## src/rtl/serial_sub.sv

```systemverilog
// Digit-serial subtractor: diff = a - b - bin, DIGIT bits per clock,
// with borrow chained through a register and a start/busy/done handshake.
module serial_sub #(
  parameter int WIDTH = 16,
  parameter int DIGIT = 4
) (
  input  logic             clk,
  input  logic             rst_n,
  input  logic             start,
  input  logic [WIDTH-1:0] a,
  input  logic [WIDTH-1:0] b,
  input  logic             bin,
  output logic             busy,
  output logic             done,
  output logic [WIDTH-1:0] diff,
  output logic             bout,
  output logic             ovf,
  output logic             zero
);

  localparam int STEPS = WIDTH / DIGIT;
  localparam int CW = (STEPS > 1) ? $clog2(STEPS) : 1;
  localparam logic [CW-1:0] LAST = CW'(STEPS - 1);

  typedef enum logic [1:0] {
    IDLE,
    RUN,
    DONE
  } state_t;

  state_t           state_q, state_d;
  logic [WIDTH-1:0] opa_q, opa_d;
  logic [WIDTH-1:0] opb_q, opb_d;
  logic             brw_q, brw_d;
  logic [CW-1:0]    cnt_q, cnt_d;
  logic             amsb_q, amsb_d;
  logic             bmsb_q, bmsb_d;
  logic [WIDTH-1:0] diff_q, diff_d;
  logic             bout_q, bout_d;
  logic             ovf_q, ovf_d;
  logic             zero_q, zero_d;
  logic             busy_q, busy_d;
  logic             done_q, done_d;

  logic [DIGIT:0]   dig;
  logic [WIDTH-1:0] diff_sh;

  // One digit of the chain; the extra MSB is the outgoing borrow.
  assign dig = {1'b0, opa_q[DIGIT-1:0]}
             - {1'b0, opb_q[DIGIT-1:0]}
             - {{DIGIT{1'b0}}, brw_q};

  if (DIGIT == WIDTH) begin : g_one
    assign diff_sh = dig[DIGIT-1:0];
  end else begin : g_many
    assign diff_sh = {dig[DIGIT-1:0], diff_q[WIDTH-1:DIGIT]};
  end

  always_comb begin
    state_d = state_q;
    opa_d   = opa_q;
    opb_d   = opb_q;
    brw_d   = brw_q;
    cnt_d   = cnt_q;
    amsb_d  = amsb_q;
    bmsb_d  = bmsb_q;
    diff_d  = diff_q;
    bout_d  = bout_q;
    ovf_d   = ovf_q;
    zero_d  = zero_q;
    unique case (state_q)
      IDLE, DONE: begin
        if (start) begin
          opa_d   = a;
          opb_d   = b;
          brw_d   = bin;
          amsb_d  = a[WIDTH-1];
          bmsb_d  = b[WIDTH-1];
          cnt_d   = '0;
          state_d = RUN;
        end else begin
          state_d = IDLE;
        end
      end
      RUN: begin
        diff_d = diff_sh;
        opa_d  = opa_q >> DIGIT;
        opb_d  = opb_q >> DIGIT;
        brw_d  = dig[DIGIT];
        cnt_d  = cnt_q + 1'b1;
        if (cnt_q == LAST) begin
          state_d = DONE;
          bout_d  = dig[DIGIT];
          ovf_d   = (amsb_q ^ bmsb_q)
                  & (diff_sh[WIDTH-1] ^ amsb_q);
          zero_d  = (diff_sh == '0);
        end
      end
      default: state_d = IDLE;
    endcase
    busy_d = (state_d == RUN);
    done_d = (state_d == DONE);
  end

  always_ff @(posedge clk or negedge rst_n) begin
    if (!rst_n) begin
      state_q <= IDLE;
      opa_q   <= '0;
      opb_q   <= '0;
      brw_q   <= 1'b0;
      cnt_q   <= '0;
      amsb_q  <= 1'b0;
      bmsb_q  <= 1'b0;
      diff_q  <= '0;
      bout_q  <= 1'b0;
      ovf_q   <= 1'b0;
      zero_q  <= 1'b0;
      busy_q  <= 1'b0;
      done_q  <= 1'b0;
    end else begin
      state_q <= state_d;
      opa_q   <= opa_d;
      opb_q   <= opb_d;
      brw_q   <= brw_d;
      cnt_q   <= cnt_d;
      amsb_q  <= amsb_d;
      bmsb_q  <= bmsb_d;
      diff_q  <= diff_d;
      bout_q  <= bout_d;
      ovf_q   <= ovf_d;
      zero_q  <= zero_d;
      busy_q  <= busy_d;
      done_q  <= done_d;
    end
  end

  assign busy = busy_q;
  assign done = done_q;
  assign diff = diff_q;
  assign bout = bout_q;
  assign ovf  = ovf_q;
  assign zero = zero_q;

endmodule

```

## config.mk

```make
export PLATFORM = sky130hd
export DESIGN_NAME = serial_sub
export DESIGN_NICKNAME = d
export VERILOG_FILES = /design/src/rtl/serial_sub.sv
export SDC_FILE = /design/constraint.sdc
export NUM_CORES = 1
export LEC_CHECK = 0
export ABC_AREA = 1
export CORE_MARGIN = 3
export CORE_UTILIZATION = 53
export CTS_BUF_LIST = sky130_fd_sc_hd__clkbuf_8
export CTS_CLUSTER_SIZE = 16
export DETAILED_ROUTE_END_ITERATION = 10
export PLACE_DENSITY = 0.92
export SETUP_SLACK_MARGIN = 0.05
export SYNTH_ARGS = -nofsm -noshare
export SYNTH_HDL_FRONTEND = slang
export SYNTH_SLANG_ARGS = --single-unit
```

## constraint.sdc

```tcl
create_clock -name clk -period 2 [get_ports clk]
set_input_delay 0.4 -clock clk [delete_from_list [all_inputs] [get_ports clk]]
set_output_delay 0.4 -clock clk [all_outputs]
set_load 0.03 [all_outputs]
```

==> key figures, run 1 <==
Route
  – DR iter-0 viols: 86
  – Vias per cell: 5.16
  – DRT Pass-1 Iters: 4
  – DRC Markers: 0
  – Post-route ant nets: 0
  – Via count: 2275
  – Drt wl/cell: 13.0 um
  – Total routed wirelength: 5.72 mm

Worst setup path
  – Worst Setup End Kind: output pin
  – Top Family by Delay on Critical Path: buffers and inverters
  – Critical path's slowest cell: clkdlybuf4s50_1
  – RR Startpoint: opa_q[0]
  – Crit path from: diff[10]
  – Critical path class: flip-flop to output pin
  – Crit path largest cell delay: ~0.7 ns
  – Buf/Inv on CP: 1
  – Levels on crit path: 1
  – Crit path required time: roughly 1.6 ns
  – Worst Setup Start Kind: flip-flop
  – FF-to-FF path depth: 7
  – Max FO, Critical Path: 4
  – Worst Path Arrival: 1.45 ns
  – Crit-path cells: clkdlybuf4s50_1

Global route
  – Maximum number of pins on one net before global-route repair: 61
  – Antenna violations before repair: 0
  – GR Overflow Total: 0
  – GRT Total Usage: between 20% and 30%
  – Number of global-route vias before repair: 2267
  – First-pass GRT wire length: a little under 10 mm

Logic synthesis
  – FFs w/ async S/R, synth: 100%
  – Area share of the leading cell type in the synthesized netlist: 54.1%
  – Register area share after synthesis: a little over half
  – Synthesized area: approximately 0.0028 mm2
  – Post-synthesis cell type count: 26
  – Post-Synthesis Net Count: 356
  – EDFF count, synth: 0
  – Mapped Cells: 313
  – Synth top area cells: dfrtp_1 (54%), nand2_1 (9.7%), inv_1 (6.5%), o211ai_1 (5.7%), o21ai_0 (5.6%)
  – Synth top cells by count: nand2_1 (72), dfrtp_1 (60), inv_1 (48)
  – Most common cell in the netlist: nand2_1
  – Yosys warning count: 0
  – Flops & latches, synth: 60
  – Synth Flop Type: dfrtp_1
  – Largest area contributor in the netlist: dfrtp_1
  – Mean Syn Cell Area: between 8 and 9 um2

CTS
  – Clk_lat worst skew: 0.34 ns
  – H-tree Lvls: 3
  – Clock Sinks: 60
  – CTS max path bufs: 2
  – Hold buffers post-CTS: 0
  – Clock-pin slew on the worst setup and hold paths: 0.06 ns
  – CTS root buffer: clkbuf_8
  – Cts repair resizes: 0
  – Cts bufs inserted: 9
  – CTS tree: built
  – Post-CTS setup buffers: 0

Timing
  – Setup_tns: 0 ns
  – RSZ-0062 raised after global routing: no
  – Final Hold Fails: 0
  – Skew final: around 0.0044 ns
  – Worst-Margin Slew: 0.371 ns
  – Final worst-path cycle share: 92.3%
  – Setup violations, final: 0
  – Crit path time final: 1.85 ns
  – Hold_ws: 0.0505 ns
  – Relative slew slack: approximately three quarters
  – Fmax: 542 MHz
  – Slew Limit Fails: 0

Power and ir drop
  – Logic pwr share: 53.2%
  – Pwr Total: 6.61 mW
  – NetSw: 2.93 mW
  – Seq pwr share: 32.0%
  – Switching share of total power: about 44%
  – Int Pwr: 3.69 mW
  – VDD IR max: 0.795 mV
  – Pleak: 1.70 nW
  – PwrDens: 1860 mW/mm2
  – Clock network power share: 14.8%

Die
  – Die Span Y: 78.4 um
  – Die X: 78.4 um
  – Row cnt: 25
  – Die area: just over 0.006 mm2
  – IO Count: 57
  – Core area: ~0.0049 mm2
  – Initial Util: 56.9%

Finish
  – P&R area growth vs syn: 28.0%
  – Final nets: 412
  – Share of cells above drive strength 1: ~6.4%
  – Antenna fix cells: 0
  – Util after Layout: 72.8%

Placed design
  – PortBufs: 56
  – Hpwl dp: roughly 4 mm
  – GPL Wtd Cong: 0.821

Status
  – Status: finished, final reports clean

Job
  – Total of max-cap violations: 0

Hold path
  – Hold WC Path Type: input port to async pin
[power by group through the flow]
stage	combinational (mW)	sequential (mW)	clock [mW]
6_report	3.52	2.12	0.981
5_1_grt	3.97	2.18	1.05
4_1_cts	3.53	2.12	0.990
3_5_place_dp	3.49	2.13	0
3_3_place_gp	3.35	2.10	0
2_1_floorplan	2.25	2.45	0
[cell families (layout without fill, tap and decap cells)]
| group | count (synthesis) | in the layout | share of synthesized area (%) |
|---|---|---|---|
| flops | 60 | 60 | 54.1 |
| compound gates | 73 | 73 | 15.5 |
| simple gates | 107 | 107 | 15.8 |
| buf+inv | 66 | 127 | 11.0 |
| fa+ha+maj | 7 | 7 | 3.70 |
[layout make-up]
| cell class | count | area, um2 |
|---|---|---|
| fill | 392 | 1330 |
| sequential | 60 | 1500 |
| clock buffer | 12 | 165 |
| timing repair buffer | 60 | 623 |
| inverter | 51 | 191 |
| clock inverter | 4 | 16.3 |
| tap | 67 | 83.8 |
| multi-input combinational | 187 | 970 |
[flip-flops by register name, indices dropped and copies added (netlist names), 2 cells and up]
register  flops
opa_q        16
state_q       2
cnt_q         2
diff         16
opb_q        16
[per-stage QoR]
step | cells | setup slack [ns] | cell area [um2]
global route | 441 | 0.0557 | 3550
finish | 441 | 0.154 | 3550
CTS | 441 | 0.150 | 3550
global placement | 425 | 0.313 | 3370
floorplan | 313 | 0.367 | 2780
detailed placement | 425 | 0.263 | 3370
[path summary, 6_finish.rpt]
path / endpoint / slack [ns]
worst max register to register: diff[15] / 0.23
min in group clk: ovf / 0.48
worst min register to register: ovf / 0.48
max in group asynchronous: opb_q[8] / 1.68
worst min-delay path: diff[1] / 0.05
worst max-delay path: diff[10] / 0.15
[routing by layer]
layer | vias up | track usage, % | wire length [um] | part of all wire (%)
met2 | 85 | 36.4 | 2880 | 50
met1 | 1057 | 23.0 | 2350 | 41
met5 | - | 0 | 0 | 0
met4 | 0 | 10.7 | 125 | 2.2
met3 | 13 | 4.01 | 360 | 6.3
li1 | 1120 | - | - | -
[placed cells by master (no fill, tap or decap), drive strengths merged]
master	n
o21a	1
o22ai	3
ha	5
inv	53
o211ai	21
nor3	3
a21oi	1
dfrtp	60
clkinv	2
buf	5
clkbuf	12
nor2	19
o21ai	45
nand3b	1
nand4	2
clkdlybuf4s50	55
a22o	1
fa	2
a31oi	1
nand3	7
nand2	75
(Power assumes the default switching activity.)
==> run 2: changes to the inputs <==
- ABC_CLOCK_PERIOD_IN_PS: not set -> 2000
- CORE_MARGIN: 3 -> 5
==> run 2 against run 1 <==
Sequential cell count unchanged; fmax decreased by 0.15%; total power increased by 0.71%; sequential share of layout area decreased by 0.10 points; first-iteration DRC count increased by 27%.
==> key figures, run 2 (synthesis gave the netlist of run 1 again) <==
Finish
  – Antenna fix cells: 0 (unchanged)
  – Commonest non-fill, non-tap cell in the layout: nand2_1 (unchanged)
  – Share of cells above drive strength 1: 7.22% (was 6.42%)
  – Most frequent cells in the layout: nand2_1 (71), dfrtp_1 (60), clkdlybuf4s50_1 (55) (was nand2_1 (72), dfrtp_1 (60), clkdlybuf4s50_1 (55))
  – Design Area, Final: 0.00356 mm2 (was 0.00355 mm2)
  – Final nets: 412 (unchanged)
  – Fill count: 402 (was 392)
  – P&R area growth vs syn: 28.3% (was 28.0%)
  – Util after Layout: 69.7% (was 72.8%)

Die
  – Die X: 82.4 um (was 78.4 um)
  – Die Span Y: 82.4 um (was 78.4 um)
  – Core area: 0.00511 mm2 (was 0.00488 mm2)
  – IO Count: 57 (unchanged)
  – Initial Util: 54.3% (was 56.9%)
  – Die area: 0.00678 mm2 (was 0.00614 mm2)
  – Row cnt: 26 (was 25)

Global route
  – GRT Total Usage: 20.4% (about the same)
  – Number of global-route vias before repair: 2286 (was 2267)
  – First-pass GRT wire length: 10.2 mm (was 9.72 mm)
  – Antenna violations before repair: 0 (unchanged)
  – Maximum number of pins on one net before global-route repair: 65 (was 61)
  – GR Overflow Total: 0 (unchanged)

Placed design
  – DP Area: 0.00337 mm2 (about the same)
  – PortBufs: 56 (unchanged)
  – Hpwl dp: 4.22 mm (was 4.02 mm)
  – GPL Wtd Cong: 0.814 (was 0.821)

CTS
  – CTS tree: built (unchanged)
  – CTS max path bufs: 2 (unchanged)
  – H-tree Lvls: 3 (unchanged)
  – Clk_lat worst skew: 0.34 ns (about the same)
  – Clock Sinks: 60 (unchanged)
  – Cts bufs inserted: 9 (unchanged)
  – Clock-pin slew on the worst setup and hold paths: 0.06 ns (about the same)
  – Hold buffers post-CTS: 0 (unchanged)
  – CTS root buffer: clkbuf_8 (unchanged)

Timing
  – RSZ-0062 raised after global routing: no (unchanged)
  – Relative slew slack: 67.5% (was 75.2%)
  – Fmax: 541 MHz (was 542 MHz)
  – Final worst-path cycle share: 92.5% (was 92.3%)
  – Slew Limit Fails: 0 (unchanged)
  – Skew final: 0.00909 ns (was 0.00441 ns)
  – Setup_tns: 0 ns (unchanged)
  – Crit path time final: 1.85 ns (about the same)
  – Final Hold Fails: 0 (unchanged)
  – Worst-Margin Slew: 0.487 ns (was 0.371 ns)
  – Setup violations, final: 0 (unchanged)

Route
  – Drt wl/cell: 13.4 um (was 13.0 um)
  – DR iter-0 viols: 109 (was 86)
  – DRT Pass-1 Iters: 4 (unchanged)
  – DRC Markers: 0 (unchanged)
  – Via count: 2261 (was 2275)
  – Vias per cell: 5.09 (was 5.16)
  – Total routed wirelength: 5.94 mm (was 5.72 mm)
  – Post-route ant nets: 0 (unchanged)

Power and ir drop
  – PwrDens: 1870 mW/mm2 (was 1860 mW/mm2)
  – Logic pwr share: 53.7% (was 53.2%)
  – Clock network power share: 14.6% (was 14.8%)
  – Switching share of total power: 44.4% (was 44.3%)
  – Int Pwr: 3.70 mW (was 3.69 mW)
  – NetSw: 2.96 mW (was 2.93 mW)
  – Pleak: 1.70 nW (about the same)
  – VDD IR max: 1.05 mV (was 0.795 mV)
  – Seq pwr share: 31.7% (was 32.0%)

Status
  – Status: finished, final reports clean (unchanged)

Worst setup path
  – Crit-path cells: clkdlybuf4s50_1 (unchanged)
  – Buf/Inv on CP: 1 (unchanged)
  – Worst Setup End Kind: output pin (unchanged)
  – Max FO, Critical Path: 4 (unchanged)
  – Worst Path Arrival: 1.45 ns (about the same)
  – Top Family by Delay on Critical Path: buffers and inverters (unchanged)
  – Worst Setup Start Kind: flip-flop (unchanged)
  – Critical path's slowest cell: clkdlybuf4s50_1 (unchanged)
  – Critical path class: flip-flop to output pin (unchanged)
  – Crit path largest cell delay: 0.70 ns (about the same)
  – Crit path required time: 1.60 ns (about the same)

Job
  – Total of max-cap violations: 0 (unchanged)

Hold path
  – Hold WC Path Type: input port to async pin (unchanged)
-- run 2: cell types whose count changed in the layout (fill, tap and decap cells not counted) --
| cell | delta |
|---|---|
| inv_2 | +1 |
| inv_1 | -1 |
| fa_2 | +1 |
| nand2_2 | +1 |
| fa_1 | -1 |
| nand2_1 | -1 |
-- run 2: final timing paths --
path / from / end / slack [ns] / cells past startpoint
min in group clk: ovf / ovf / 0.48 / 2
max in group asynchronous: rst_n / opb_q[6] / 1.42 / 2
max reg2reg: opb_q[0] / brw_q / 0.17 / 10
min: rst_n / diff[8] / 0.02 / 1
min reg2reg: ovf / ovf / 0.48 / 2
max: diff[11] / diff[11] / 0.15 / 1
-- run 2: timing repair --
action	CTS	global route
gates resized for setup	0	3
hold endpoints to repair	0	0
endpoints found under the setup margin	0	1
buffers inserted	0	0
-- run 2: power by group through the flow --
stage	clock network [mW]	registers, mW	logic [mW]
after floorplan	0	2.45	2.25
after global placement	0	2.10	3.32
after detailed placement	0	2.12	3.55
after CTS	0.995	2.11	3.56
after global routing	1.06	2.18	4.03
final	0.971	2.12	3.58
-- run 2: cell type report --
cell class	count	area, um2	area share (%)
clock buffer	12	165	4.64
clock inverter	4	16.3	0.457
tap	70	87.6	2.46
sequential	60	1500	42.2
timing repair buffer	60	623	17.5
multi-input combinational	187	975	27.4
inverter	51	191	5.38
-- run 2: through the flow --
stage | power [mW] | std cells | hold WS (ns) | setup slack, ns
final | 6.66 | 444 | 0.0189 | 0.151
after global routing | 7.28 | 444 | 0.0504 | 0.0554
after CTS | 6.67 | 444 | 0.0204 | 0.135
after detailed placement | 5.67 | 428 | 0.385 | 0.164
after global placement | 5.42 | 428 | 0.381 | 0.281
after floorplan | 4.70 | 313 | 0.104 | 0.367
-- run 2: per-layer routing --
layer  routed length [um]  vias to the layer above  track usage, %  part of all wire (%)
met3                  453                       14            8.24                   7.6
li1                     -                     1119               -                     -
met1                 2450                     1040            23.7                    41
met2                 2890                       88            33.5                    49
met5                    0                        -               0                     0
met4                  153                        0            8.31                   2.6
==> run 3: changes to the inputs <==
==> constraint.sdc (replaced) <==
create_clock -name clk -period 2 [get_ports clk]
set_input_delay 0.3 -clock clk [delete_from_list [all_inputs] [get_ports clk]]
set_output_delay 0.3 -clock clk [all_outputs]
set_load 0.03 [all_outputs]
==> run 3 against run 2 <==
Sequential power about the same; sequential cell count unchanged; register-to-register slack gained 0.08 ns; critical path depth grew 9; critical path type is now flip-flop to flip-flop; largest power group unchanged.
==> key figures, run 3 (synthesis gave the netlist of run 1 again) <==
Route
  – Via count: 2257 (was 2261)
  – Vias per cell: 5.08 (was 5.09)
  – DRT Pass-1 Iters: 4 (unchanged)
  – DR iter-0 viols: 76 (was 109)
  – Post-route ant nets: 0 (unchanged)
  – Drt wl/cell: 13.3 um (was 13.4 um)
  – Total routed wirelength: 5.91 mm (was 5.94 mm)
  – DRC Markers: 0 (unchanged)

Die
  – Die area: 0.00678 mm2 (unchanged)
  – Initial Util: 54.3% (unchanged)
  – Core area: 0.00511 mm2 (unchanged)
  – Row cnt: 26 (unchanged)
  – IO Count: 57 (unchanged)
  – Die X: 82.4 um (unchanged)
  – Die Span Y: 82.4 um (unchanged)

Finish
  – Design Area, Final: 0.00354 mm2 (was 0.00356 mm2)
  – Commonest non-fill, non-tap cell in the layout: nand2_1 (unchanged)
  – Most frequent cells in the layout: nand2_1 (72), dfrtp_1 (60), clkdlybuf4s50_1 (55) (was nand2_1 (71), dfrtp_1 (60), clkdlybuf4s50_1 (55))
  – P&R area growth vs syn: 27.6% (was 28.3%)
  – Fill count: 426 (was 402)
  – Antenna fix cells: 0 (unchanged)
  – Share of cells above drive strength 1: 6.42% (was 7.22%)
  – Register area: 0.00150 mm2 (unchanged)
  – Non-filler instance count after layout: 444 (unchanged)
  – Area of the multi-input gates: 970 um2 (was 975 um2)
  – Final nets: 412 (unchanged)

Worst setup path
  – FF-to-FF path depth: 10 (unchanged)
  – Worst Setup End Kind: flip-flop (was output pin)
  – Max FO, Critical Path: 3 (was 4)
  – Worst Setup Start Kind: flip-flop (unchanged)
  – R2R Setup Slk: 0.25 ns (was 0.17 ns)
  – Crit path required time: 2.21 ns (was 1.60 ns)
  – Critical path class: flip-flop to flip-flop (was flip-flop to output pin)
  – RR Startpoint: opa_q[0] (was opb_q[0])
  – Worst r2r dst: brw_q (unchanged)
  – Worst Path Arrival: 1.96 ns (was 1.45 ns)

Global route
  – First-pass GRT wire length: 10.4 mm (was 10.2 mm)
  – Maximum number of pins on one net before global-route repair: 61 (was 65)
  – Antenna violations before repair: 0 (unchanged)
  – Number of global-route vias before repair: 2353 (was 2286)
  – GRT Total Usage: 20.7% (was 20.4%)
  – GR Overflow Total: 0 (unchanged)

CTS
  – Hold buffers post-CTS: 0 (unchanged)
  – H-tree Lvls: 3 (unchanged)
  – Clock Sinks: 60 (unchanged)
  – Cts repair resizes: 0 (unchanged)
  – Clk_lat worst skew: 0.33 ns (was 0.34 ns)
  – CTS max path bufs: 2 (unchanged)
  – Post-CTS setup buffers: 0 (unchanged)
  – Clock-pin slew on the worst setup and hold paths: 0.07 ns (was 0.06 ns)
  – CTS root buffer: clkbuf_8 (unchanged)
  – Cts bufs inserted: 9 (unchanged)
  – CTS tree: built (unchanged)

Timing
  – Skew final: 0.00968 ns (was 0.00909 ns)
  – Slew Limit Fails: 0 (unchanged)
  – Final Hold Fails: 0 (unchanged)
  – Final WS setup: 0.251 ns (was 0.151 ns)
  – Relative slew slack: 51.6% (was 67.5%)
  – Final worst-path cycle share: 87.4% (was 92.5%)
  – Setup violations, final: 0 (unchanged)
  – Fmax: 572 MHz (was 541 MHz)
  – RSZ-0062 raised after global routing: no (unchanged)
  – Worst-Margin Slew: 0.726 ns (was 0.487 ns)
  – Crit path time final: 1.75 ns (was 1.85 ns)
  – Setup_tns: 0 ns (unchanged)

Power and ir drop
  – Clock network power share: 14.7% (was 14.6%)
  – Logic pwr share: 53.3% (was 53.7%)
  – Pleak: 1.70 nW (about the same)
  – Int Pwr: 3.69 mW (was 3.70 mW)
  – Seq pwr share: 31.9% (was 31.7%)
  – NetSw: 2.93 mW (was 2.96 mW)
  – Switching share of total power: 44.3% (was 44.4%)
  – PwrDens: 1870 mW/mm2 (about the same)
  – VDD IR max: 0.807 mV (was 1.05 mV)

Job
  – Total of max-cap violations: 0 (unchanged)

Placed design
  – GPL Wtd Cong: 0.823 (was 0.814)
  – DP Cell Count: 428 (unchanged)
  – DP Area: 0.00336 mm2 (was 0.00337 mm2)
  – Post-Place Worst Slack: 0.244 ns (was 0.164 ns)
  – PortBufs: 56 (unchanged)
  – Hpwl dp: 4.17 mm (was 4.22 mm)

Status
  – Status: finished, final reports clean (unchanged)

Hold path
  – Hold WC Path Type: input port to async pin (unchanged)
==> run 3: cell counts in the layout (fill, tap and decap cells not counted) <==
No cell type changed its count.
==> run 3: worst max-delay path, cell delays in order (launching register included) <==
cell,delay [ns]
dfrtp_1,0.40
fa_1,0.45
inv_1,0.09
fa_1,0.18
nand2_1,0.10
nand2_1,0.09
nand2_1,0.06
nand2_1,0.07
nand3_1,0.07
nand2_1,0.06
o21ai_0,0.07
==> run 3: metrics by stage <==
| stage | hold WS, ns | total power, mW | utilization, % |
|---|---|---|---|
| after floorplan | 0.00441 | 4.70 | - |
| after global placement | 0.463 | 5.44 | 65.8 |
| after detailed placement | 0.478 | 5.64 | 65.8 |
| after CTS | 0.134 | 6.66 | 69.4 |
| after global routing | 0.194 | 7.30 | 69.4 |
| final | 0.116 | 6.62 | 69.4 |
==> run 3: power groups by stage <==
stage                     clock network, mW  logic [mW]  registers [mW]
after floorplan                           0        2.25            2.45
after global placement                    0        3.34            2.10
after detailed placement                  0        3.51            2.13
after CTS                             0.990        3.56            2.12
after global routing                   1.05        4.06            2.18
final                                 0.976        3.53            2.11
==> run 3: how the worst max path moves through the flow <==
stage,startpoint,cells after the start,slack [ns],to
2_1_floorplan,opa_q[0],7,0.37,zero
3_3_place_gp,opa_q[0],7,0.33,zero
3_5_place_dp,opb_q[0],10,0.24,brw_q
4_1_cts,diff[15],1,0.25,diff[15]
5_1_grt,opa_q[0],9,0.13,ovf
6_report,opa_q[0],10,0.25,brw_q
==> run 3: area by class of cell <==
| class | count | area share (%) |
|---|---|---|
| clock buffers | 12 | 4.66 |
| clock inverters | 4 | 0.459 |
| inverters | 51 | 5.40 |
| multi-input cells | 187 | 27.4 |
| flip-flops and latches | 60 | 42.4 |
| well taps | 70 | 2.47 |
| repair buffers | 60 | 17.2 |
==> run 3: routing by layer <==
metal	GRT usage, %	share of wire, %
met1	23.6	42
met2	35.7	50
met3	5.31	6.4
met4	10.1	2.2
met5	0	0
